[src/rtl/pulse_extend_mc_if.sv]
// Event, mode and status bundle for pulse_extend_mc; ovf_cnt exists only with PULSE_EXT_OVF_CNT_EN.
interface pulse_extend_mc_if #(
    parameter int CH = 4
);
    logic [CH-1:0]   pulse_ina;
    logic [CH-1:0]   retrig;
    logic            ovf_clr;
    logic [CH-1:0]   signal_outa;
    logic [CH-1:0]   busy;
    logic [CH-1:0]   ovf;
`ifdef PULSE_EXT_OVF_CNT_EN
    logic [CH*8-1:0] ovf_cnt;

    modport master (output pulse_ina, retrig, ovf_clr,
                    input  signal_outa, busy, ovf, ovf_cnt);
    modport slave  (input  pulse_ina, retrig, ovf_clr,
                    output signal_outa, busy, ovf, ovf_cnt);
`else
    modport master (output pulse_ina, retrig, ovf_clr,
                    input  signal_outa, busy, ovf);
    modport slave  (input  pulse_ina, retrig, ovf_clr,
                    output signal_outa, busy, ovf);
`endif
endinterface

[src/rtl/pulse_extend_mc.sv]
// Multi-channel stretcher: each event -> EXT_CYC high then >= GAP_CYC low; busy channels queue or retrigger.
// Latency: signal_outa rises one clka edge after the event is sampled; busy/ovf share that 1-cycle lag.
// Backpressure: none; events beyond PEND_MAX queued are dropped and flagged in ovf (per-channel drop count with PULSE_EXT_OVF_CNT_EN).
module pulse_extend_mc #(
    parameter int CH       = 4,
    parameter int EXT_CYC  = 5,
    parameter int GAP_CYC  = 2,
    parameter int PEND_MAX = 3
) (
    input  logic              clka,
    input  logic              rst_n,
    pulse_extend_mc_if.slave  io
);
    localparam int MAXC = (EXT_CYC > GAP_CYC) ? EXT_CYC : GAP_CYC;
    localparam int CW   = $clog2(MAXC + 1);
    localparam int PW   = $clog2(PEND_MAX + 1);

    localparam logic [CW-1:0] EXT_LD    = CW'(EXT_CYC - 1);
    localparam logic [CW-1:0] GAP_LD    = CW'(GAP_CYC - 1);
    localparam logic [PW-1:0] PEND_FULL = PW'(PEND_MAX);

    if (CH < 1 || EXT_CYC < 1 || GAP_CYC < 1 || PEND_MAX < 1) begin : g_bad_param
        $error("pulse_extend_mc: CH, EXT_CYC, GAP_CYC and PEND_MAX must all be >= 1");
    end

    typedef enum logic [1:0] {IDLE, HIGH, GAP} st_t;

    for (genvar i = 0; i < CH; i++) begin : g_ch
        st_t             st;
        logic [CW-1:0]   cnt;
        logic [PW-1:0]   pend;
        logic            ovf_r;
        logic            out_q;
        logic            busy_q;
        logic            ovf_q;
        logic            ev;
        logic            rt;
        logic            full;
        logic            enq;
        logic            drop;
        logic [PW:0]     eff;

        assign ev   = io.pulse_ina[i];
        assign rt   = io.retrig[i];
        assign full = (pend == PEND_FULL);
        // The last GAP cycle dequeues instead of enqueuing, so it can never overflow.
        assign enq  = ev && ((st == HIGH && !rt) || (st == GAP && cnt != '0));
        assign drop = enq && full;
        assign eff  = {1'b0, pend} + {{PW{1'b0}}, ev};

        always_ff @(posedge clka or negedge rst_n) begin
            if (!rst_n) begin
                st     <= IDLE;
                cnt    <= '0;
                pend   <= '0;
                ovf_r  <= 1'b0;
                out_q  <= 1'b0;
                busy_q <= 1'b0;
                ovf_q  <= 1'b0;
            end else begin
                out_q  <= (st == HIGH);
                busy_q <= (st != IDLE) || (pend != '0);
                ovf_q  <= ovf_r;

                if (drop)
                    ovf_r <= 1'b1;
                else if (io.ovf_clr)
                    ovf_r <= 1'b0;

                if (enq && !full)
                    pend <= pend + 1'b1;

                case (st)
                    IDLE: begin
                        if (ev) begin
                            st  <= HIGH;
                            cnt <= EXT_LD;
                        end
                    end
                    HIGH: begin
                        if (ev && rt) begin
                            cnt <= EXT_LD;
                        end else if (cnt == '0) begin
                            st  <= GAP;
                            cnt <= GAP_LD;
                        end else begin
                            cnt <= cnt - 1'b1;
                        end
                    end
                    GAP: begin
                        if (cnt != '0) begin
                            cnt <= cnt - 1'b1;
                        end else if (eff != '0) begin
                            st   <= HIGH;
                            cnt  <= EXT_LD;
                            pend <= PW'(eff - 1'b1);
                        end else begin
                            st <= IDLE;
                        end
                    end
                    default: st <= IDLE;
                endcase
            end
        end

        assign io.signal_outa[i] = out_q;
        assign io.busy[i]        = busy_q;
        assign io.ovf[i]         = ovf_q;

`ifdef PULSE_EXT_OVF_CNT_EN
        logic [7:0] oc_r;
        logic [7:0] oc_q;

        always_ff @(posedge clka or negedge rst_n) begin
            if (!rst_n) begin
                oc_r <= '0;
                oc_q <= '0;
            end else begin
                oc_q <= oc_r;
                if (drop)
                    oc_r <= io.ovf_clr ? 8'd1 : ((oc_r == 8'hFF) ? oc_r : oc_r + 8'd1);
                else if (io.ovf_clr)
                    oc_r <= '0;
            end
        end

        assign io.ovf_cnt[i*8 +: 8] = oc_q;
`endif
    end
endmodule

[src/flat_wrapper.sv]
// flat-port wrapper written by rule: the top's interface ports become plain ports
module pulse_extend_mc_flat 
#(
    parameter int CH       = 4,
    parameter int EXT_CYC  = 5,
    parameter int GAP_CYC  = 2,
    parameter int PEND_MAX = 3
)
  (clka, rst_n, io_pulse_ina, io_retrig, io_ovf_clr, io_signal_outa, io_busy, io_ovf);
  pulse_extend_mc_if #(.CH(CH)) io_i ();
  input  logic clka;
  input  logic rst_n;
  input wire logic [$bits(io_i.pulse_ina)-1:0] io_pulse_ina;
  input wire logic [$bits(io_i.retrig)-1:0] io_retrig;
  input wire logic [$bits(io_i.ovf_clr)-1:0] io_ovf_clr;
  output wire logic [$bits(io_i.signal_outa)-1:0] io_signal_outa;
  output wire logic [$bits(io_i.busy)-1:0] io_busy;
  output wire logic [$bits(io_i.ovf)-1:0] io_ovf;
  assign io_i.pulse_ina = io_pulse_ina;
  assign io_i.retrig = io_retrig;
  assign io_i.ovf_clr = io_ovf_clr;
  assign io_signal_outa = io_i.signal_outa;
  assign io_busy = io_i.busy;
  assign io_ovf = io_i.ovf;
  pulse_extend_mc #(.CH(CH), .EXT_CYC(EXT_CYC), .GAP_CYC(GAP_CYC), .PEND_MAX(PEND_MAX)) u_core (.clka(clka), .rst_n(rst_n), .io(io_i));
endmodule
[config.mk]
export PLATFORM = sky130hd
export DESIGN_NAME = pulse_extend_mc_flat
export DESIGN_NICKNAME = d
export VERILOG_FILES = /design/src/rtl/pulse_extend_mc_if.sv /design/src/rtl/pulse_extend_mc.sv /design/src/flat_wrapper.sv
export SDC_FILE = /design/constraint.sdc
export NUM_CORES = 1
export LEC_CHECK = 0
export BUFFER_PORTS_ARGS = -buffer_cell sky130_fd_sc_hd__buf_2
export CORE_MARGIN = 3
export CORE_UTILIZATION = 55
export DETAILED_ROUTE_END_ITERATION = 12
export PLACE_DENSITY = 0.84
export SLEW_MARGIN = 20
export SYNTH_ARGS = -nofsm -noshare
export SYNTH_HDL_FRONTEND = slang
export SYNTH_SLANG_ARGS = --single-unit
[constraint.sdc]
create_clock -name clka -period 6 [get_ports clka]
set_input_delay 0.3 -clock clka [delete_from_list [all_inputs] [get_ports clka]]
set_output_delay 0.3 -clock clka [all_outputs]
set_load 0.03 [all_outputs]
==> results.md, run 1 <==
- Die height: 79.5 um
- Largest family of logic cells by synthesized area: adder cells
- Max-slew violation count: 0
- Clk pin slew, worst setup/hold paths: 80 ps
- Clock latency on the worst-skew pair: 290 ps
- CTS tree: done
- Core region area: 0.00517 mm2
- Layout Nets: 360
- Switch share: 44.2%
- Final Critical Period: 2120 ps
- I/O Buffers: 22
- Post-Synth Simple-Gate Area: 13.8%
- Xor and xnor area share after synthesis: 1.18%
- Pin slew with the least headroom to its limit: 962 ps
- Final Cell Area: 0.00313 mm2
- Final Skew: 5.24 ps
- Row count: 26
- Hold slack: 160 ps
- Layout area overhead: 5.22%
- Pin count of the biggest net entering global routing: 45
- CTS H-tree depth: 2
- Pint: 0.000903 W
- DIE AREA: 0.00632 mm2
- Initial antenna violation count: 0
- Pre-antenna DRT Iters: 4
- Critical Path AT: 2350 ps
- P_leak: 1.56 nW
- Max_slew headroom: 35.9%
- Sequential fraction of the synthesis area: 37.1%
- RSZ-0062 raised after global routing: no
- Total CTS buffers: 5
- Critical path fanouts, max: 6
- Number of global-route vias before repair: 2060
- Power Dens Cells: 518 mW/mm2
- Post-synth top area share: 37.1%
- Setup violations, final: 0
- Cell Area, Synth: 0.00297 mm2
- Crit share post-route: 35.3%
- WL final: 5070 um
- Final-report hold violation count: 0
- Peak VDD IR: 168 uV
- DIE WIDTH: 79.5 um
- Synth area leader: dfrtp_1
- Clock Path Buffers: 2
- Drt drc: 0
- Starting density of the core: 57.4%
- DR vias/cell: 5.56
- Hold crit path type: primary input to asynchronous set/reset pin
- Worst R2R Setup Slack: 3880 ps
- Most frequent cells in the layout: dfrtp_1 (44), ha_1 (41), inv_1 (30), buf_2 (22), nand2_1 (19)
- Initial DRC Count: 77
- YS warnings: 0
- Crit-path most repeated cell: ha_1
- Fmax: 472 MHz
- Top_reg_cell synth: dfrtp_1
- CP top delay family: adder cells
- Combinational Power Share: 56.5%
- NetSw: 0.000715 W
- Multiplexer area fraction after synthesis: 7.08%
- Post-route antenna net violation count: 0
- Share of layout cells above drive strength 1: 13.7%
- Synth Area in Adders: 17.3%
- Area contributors post-synth: dfrtp_1 (37%), ha_1 (17%), mux2i_1 (4.0%), inv_1 (3.8%), buf_4 (3.0%)
- PostCTS Resize Cnt: 0
- Placer Congestion: 0.813
- GRT Total Usage: 17.6%
- Flops & latches, synth: 44
- Post-placement cell count: 371
- Slowest cell on crit path: dfrtp_1
- Commonest non-fill, non-tap cell in the layout: dfrtp_1
- Root Buffer: clkbuf_8
- Post-synth EDFFs: 0
- Post-DP HPWL: 3770 um
- WL/cell: 13.5 um
- Ant. Diodes: 0
- Placed instance area: 0.00306 mm2
- Syn Nets: 346
- First-pass GRT wire length: 8870 um
- Reg power frac: 33.1%
- I/O pin count: 23
- Post-CTS Hold Buffers: 0
- Grt ovf: 0
- Worst-path cell chain: ha_1, ha_1, inv_1, ha_1, nor2b_1, a311o_1, nor4b_1, a21o_2
- Layout Cells excl Fill: 376
- Worst stage delay on the critical path: 430 ps
- Max cap viols: 0
- FFs w/ async S/R, synth: 100%
- Clock Sinks: 44
- CP bufs+invs: 1
- Avg Inst Size Synth: 10.1 um2
- Crit path launch type: register
- Synthesized netlist cell count: 294
- Worst endpoint required time: 6240 ps
- Total number of vias: 2090
- Clock power share: 10.4%
- Synth unique cells: 46
- Status: finished, final reports clean
- Endpoint class of the critical path: register
- Synth Area in Compound Gates: 16.1%
- Post-CTS Setup Bufs: 0
- Crit path kind: register to register
- Fin Setup TNS: 0 ps
power by group through the flow:
stage                     Sequential, W  Combinational (W)  Clock [W]
final                          0.000535           0.000914   0.000169
after global routing           0.000557            0.00105   0.000188
after CTS                      0.000534           0.000925   0.000175
after detailed placement       0.000540           0.000915          0
after global placement         0.000534           0.000874          0
after floorplan                0.000512           0.000777          0
logic make-up after synthesis:
family / Yosys count
AND/OR/NAND/NOR: 76
AO/OA/AOI/OAI: 64
flip-flops: 44
adder cells (fa/ha/maj): 41
XOR/XNOR: 4
buffers and inverters: 45
multiplexers: 20
synth_stat cells, drive strengths merged, types with 2 or more instances:
| master | n |
|---|---|
| a211o | 3 |
| a21boi | 3 |
| a21o | 3 |
| a21oi | 16 |
| a221oi | 3 |
| a311o | 2 |
| a32o | 4 |
| and2 | 4 |
| and3 | 2 |
| buf | 15 |
| dfrtp | 44 |
| ha | 41 |
| inv | 30 |
| mux2 | 8 |
| mux2i | 12 |
| nand2 | 19 |
| nand2b | 14 |
| nand3 | 5 |
| nor2 | 11 |
| nor2b | 6 |
| nor3 | 7 |
| o2111ai | 2 |
| o211a | 2 |
| o21ai | 13 |
| o221ai | 2 |
| o31ai | 4 |
| or3 | 2 |
| xnor2 | 4 |
per-stage QoR:
step / util [%] / setup WS (ps) / total power, W
after CTS: 60.4 / 3880 / 0.00163
after global routing: 60.4 / 3700 / 0.00179
after global placement: 59.1 / 3910 / 0.00141
after floorplan: - / 4010 / 0.00129
after detailed placement: 59.1 / 3870 / 0.00145
final: 60.4 / 3880 / 0.00162
routing by layer:
metal  global-route usage [%]  wire length (um)
met5                        0                 0
met4                     5.67                42
met3                     3.72               167
met2                     31.1              2570
met1                     21.1              2290
flip-flops by register name, summed over array words and instances (netlist names):
register            cells
u_core.g_ch.busy_q      4
u_core.g_ch.cnt        12
u_core.g_ch.out_q       4
u_core.g_ch.ovf_q       4
u_core.g_ch.ovf_r       4
u_core.g_ch.pend        8
u_core.g_ch.st          8
cell type report:
class / count / area [um2]
fillers: 432 / 2050
multi-input cells: 205 / 1650
flip-flops and latches: 44 / 1100
inverters: 30 / 113
repair buffers: 22 / 110
well taps: 70 / 87.6
clock buffers: 5 / 68.8
worst paths after layout:
kind / from / end / cells after the start
worst max register to register: u_core.g_ch[0].pend[0]$_DFF_PN0_ / u_core.g_ch[0].cnt[0]$_DFFE_PN0P_ / 8
worst min register to register: u_core.g_ch[0].ovf_r$_DFFE_PN0P_ / u_core.g_ch[0].ovf_q$_DFF_PN0_ / 0
min in group clka: io_pulse_ina[0] / u_core.g_ch[0].ovf_r$_DFFE_PN0P_ / 2
worst max-delay path: u_core.g_ch[0].pend[0]$_DFF_PN0_ / u_core.g_ch[0].cnt[0]$_DFFE_PN0P_ / 8
max in group asynchronous: rst_n / u_core.g_ch[2].ovf_q$_DFF_PN0_ / 1
worst min-delay path: rst_n / u_core.g_ch[2].cnt[1]$_DFFE_PN0P_ / 1
Power figures use the tool's default switching activity.
==> run 2: changes to the inputs <==
- CORE_UTILIZATION: 55 -> 54
- PLACE_DENSITY: 0.84 -> 0.86
- clock period: 6 -> 1.85 ns (I/O delays scaled with it)
==> results.md, run 2 (synthesized netlist as in run 1, its figures left out) <==
- Clk pin slew, worst setup/hold paths: 80 ps (about the same)
- WL final: 5880 um (was 5070 um)
- DIE WIDTH: 80.2 um (was 79.5 um)
- Max FFs per register: 12 (unchanged)
- Power Dens Cells: 1740 mW/mm2 (was 518 mW/mm2)
- Most frequent cells in the layout: dfrtp_1 (44), inv_1 (27), ha_1 (27), buf_2 (22), nand2_1 (19) (was dfrtp_1 (44), ha_1 (41), inv_1 (30), buf_2 (22), nand2_1 (19))
- DR vias/cell: 5.81 (was 5.56)
- Post-placement cell count: 382 (was 371)
- Core region area: 0.00520 mm2 (was 0.00517 mm2)
- Max cap viols: 0 (unchanged)
- Die height: 80.2 um (was 79.5 um)
- Layout area overhead: 15.2% (was 5.22%)
- Placer Congestion: 0.838 (was 0.813)
- P_leak: 1.64 nW (was 1.56 nW)
- Post-route antenna net violation count: 0 (unchanged)
- Hold slack: 142 ps (was 160 ps)
- Initial DRC Count: 118 (was 77)
- RSZ-0062 raised after global routing: yes (was no)
- Total CTS buffers: 5 (unchanged)
- Worst endpoint required time: 2080 ps (was 6240 ps)
- Row count: 26 (unchanged)
- Status: finished, violations left (was finished, final reports clean)
- Total number of vias: 2278 (was 2090)
- Fmax: 511 MHz (was 472 MHz)
- Clock Sinks: 44 (unchanged)
- Share of layout cells above drive strength 1: 26.1% (was 13.7%)
- Worst R2R Setup Slack: -110 ps (was 3880 ps)
- Crit path launch type: register (unchanged)
- Final Critical Period: 1960 ps (was 2120 ps)
- Post-DP HPWL: 3990 um (was 3770 um)
- Clock Path Buffers: 2 (unchanged)
- Max_slew headroom: 62.9% (was 35.9%)
- Final-report hold violation count: 0 (unchanged)
- Commonest non-fill, non-tap cell in the layout: dfrtp_1 (unchanged)
- Largest register by flop count: u_core.g_ch.cnt (unchanged)
- CTS H-tree depth: 2 (unchanged)
- WL/cell: 15.0 um (was 13.5 um)
- Layout Nets: 374 (was 360)
- Total power: 0.00597 W (was 0.00162 W)
- Drt drc: 0 (unchanged)
- Pre-antenna DRT Iters: 6 (was 4)
- Fin Setup TNS: -309 ps (was 0 ps)
- Critical path fanouts, max: 7 (was 6)
- GRT Total Usage: 19.2% (was 17.6%)
- Clock latency on the worst-skew pair: 300 ps (was 290 ps)
- Starting density of the core: 57.1% (was 57.4%)
- Crit share post-route: 106% (was 35.3%)
- Peak VDD IR: 692 uV (was 168 uV)
- Endpoint class of the critical path: register (unchanged)
- Hold crit path type: primary input to register (was primary input to asynchronous set/reset pin)
- Pin count of the biggest net entering global routing: 45 (unchanged)
- Crit path kind: register to register (unchanged)
- Number of global-route vias before repair: 2280 (was 2060)
- Largest regs: u_core.g_ch.cnt (12), u_core.g_ch.pend (8), u_core.g_ch.st (8) (unchanged)
- Failing checks: negative setup slack
- I/O Buffers: 22 (unchanged)
- DIE AREA: 0.00643 mm2 (was 0.00632 mm2)
- Critical Path AT: 2190 ps (was 2350 ps)
- Setup violations, final: 6 (was 0)
- First-pass GRT wire length: 9770 um (was 8870 um)
- I/O pin count: 23 (unchanged)
- CTS tree: done (unchanged)
- Root Buffer: clkbuf_8 (unchanged)
- Grt ovf: 0 (unchanged)
- Initial antenna violation count: 0 (unchanged)
- Ant. Diodes: 0 (unchanged)
- Layout Cells excl Fill: 392 (was 376)
- Worst slack, placed: -91.2 ps (was 3870 ps)
- Pin slew with the least headroom to its limit: 556 ps (was 962 ps)
- Post-route setup slack: -108 ps (was 3880 ps)
- Max-slew violation count: 0 (unchanged)
- Final Skew: 6.27 ps (was 5.24 ps)
-- run 2: cell types whose count changed in the layout (fill, tap and decap cells not counted), moves of 3 or more --
cell,delta
o21ai_0,-3
inv_1,-3
ha_1,-14
buf_4,+13
o21ai_1,+3
inv_2,+3
ha_2,+7
ha_4,+7
-- run 2: repair_timing --
action                                 CTS  global route
setup buffers                            2             1
pin swaps                                6             6
hold buffers                             1             0
setup endpoints to repair                8            19
gates resized for setup                 16            15
endpoints found under the hold margin   44             0
-- run 2: metal layers --
layer  track usage, %  wire length [um]  vias up
li1                 -                 -     1082
met1             22.4              2430     1098
met2             34.4              3040       87
met5                0                 0        -
met4             7.09                91        0
met3             4.04               320       11
-- run 2: layout make-up --
class | instances | area, um2
fillers | 402 | 1780
multi-input cells | 205 | 1830
inverters | 30 | 113
repair buffers | 36 | 218
clock inverters | 1 | 5.00
flip-flops and latches | 44 | 1100
clock buffers | 6 | 72.6
well taps | 70 | 87.6
-- run 2: through the flow --
stage               util [%]  instance area (um2)
CTS                     64.5                 3360
finish                  65.8                 3420
global placement        61.1                 3180
global route            65.8                 3420
detailed placement      61.1                 3180
floorplan                  -                 3010
-- run 2: critical path, cell delays in order, from the launching register on --
cell and delay [ps]:
dfrtp_1 390, ha_2 200, ha_4 260, inv_2 30
ha_4 140, and3b_1 150, a221o_1 380, a21oi_1 190
a22o_1 160
-- run 2: path summary, 6_finish.rpt --
check,depth (start not counted),end,start
hold / removal,2,u_core.g_ch[1].ovf_r$_DFFE_PN0P_,io_pulse_ina[1]
max in group asynchronous,3,u_core.g_ch[1].st[1]$_DFFE_PN0P_,rst_n
min in group asynchronous,3,u_core.g_ch[1].cnt[1]$_DFFE_PN0P_,rst_n
hold reg to reg,0,u_core.g_ch[1].ovf_q$_DFF_PN0_,u_core.g_ch[1].ovf_r$_DFFE_PN0P_
setup reg to reg,8,u_core.g_ch[2].cnt[0]$_DFFE_PN0P_,u_core.g_ch[2].pend[0]$_DFF_PN0_
setup / recovery,8,u_core.g_ch[2].cnt[0]$_DFFE_PN0P_,u_core.g_ch[2].pend[0]$_DFF_PN0_
-- run 2: power by group --
part	internal [W]	switching (W)	leakage (nW)
clock network	0.000257	0.000317	0.0410
logic	0.00171	0.00194	1.05
registers	0.00135	0.000385	0.545
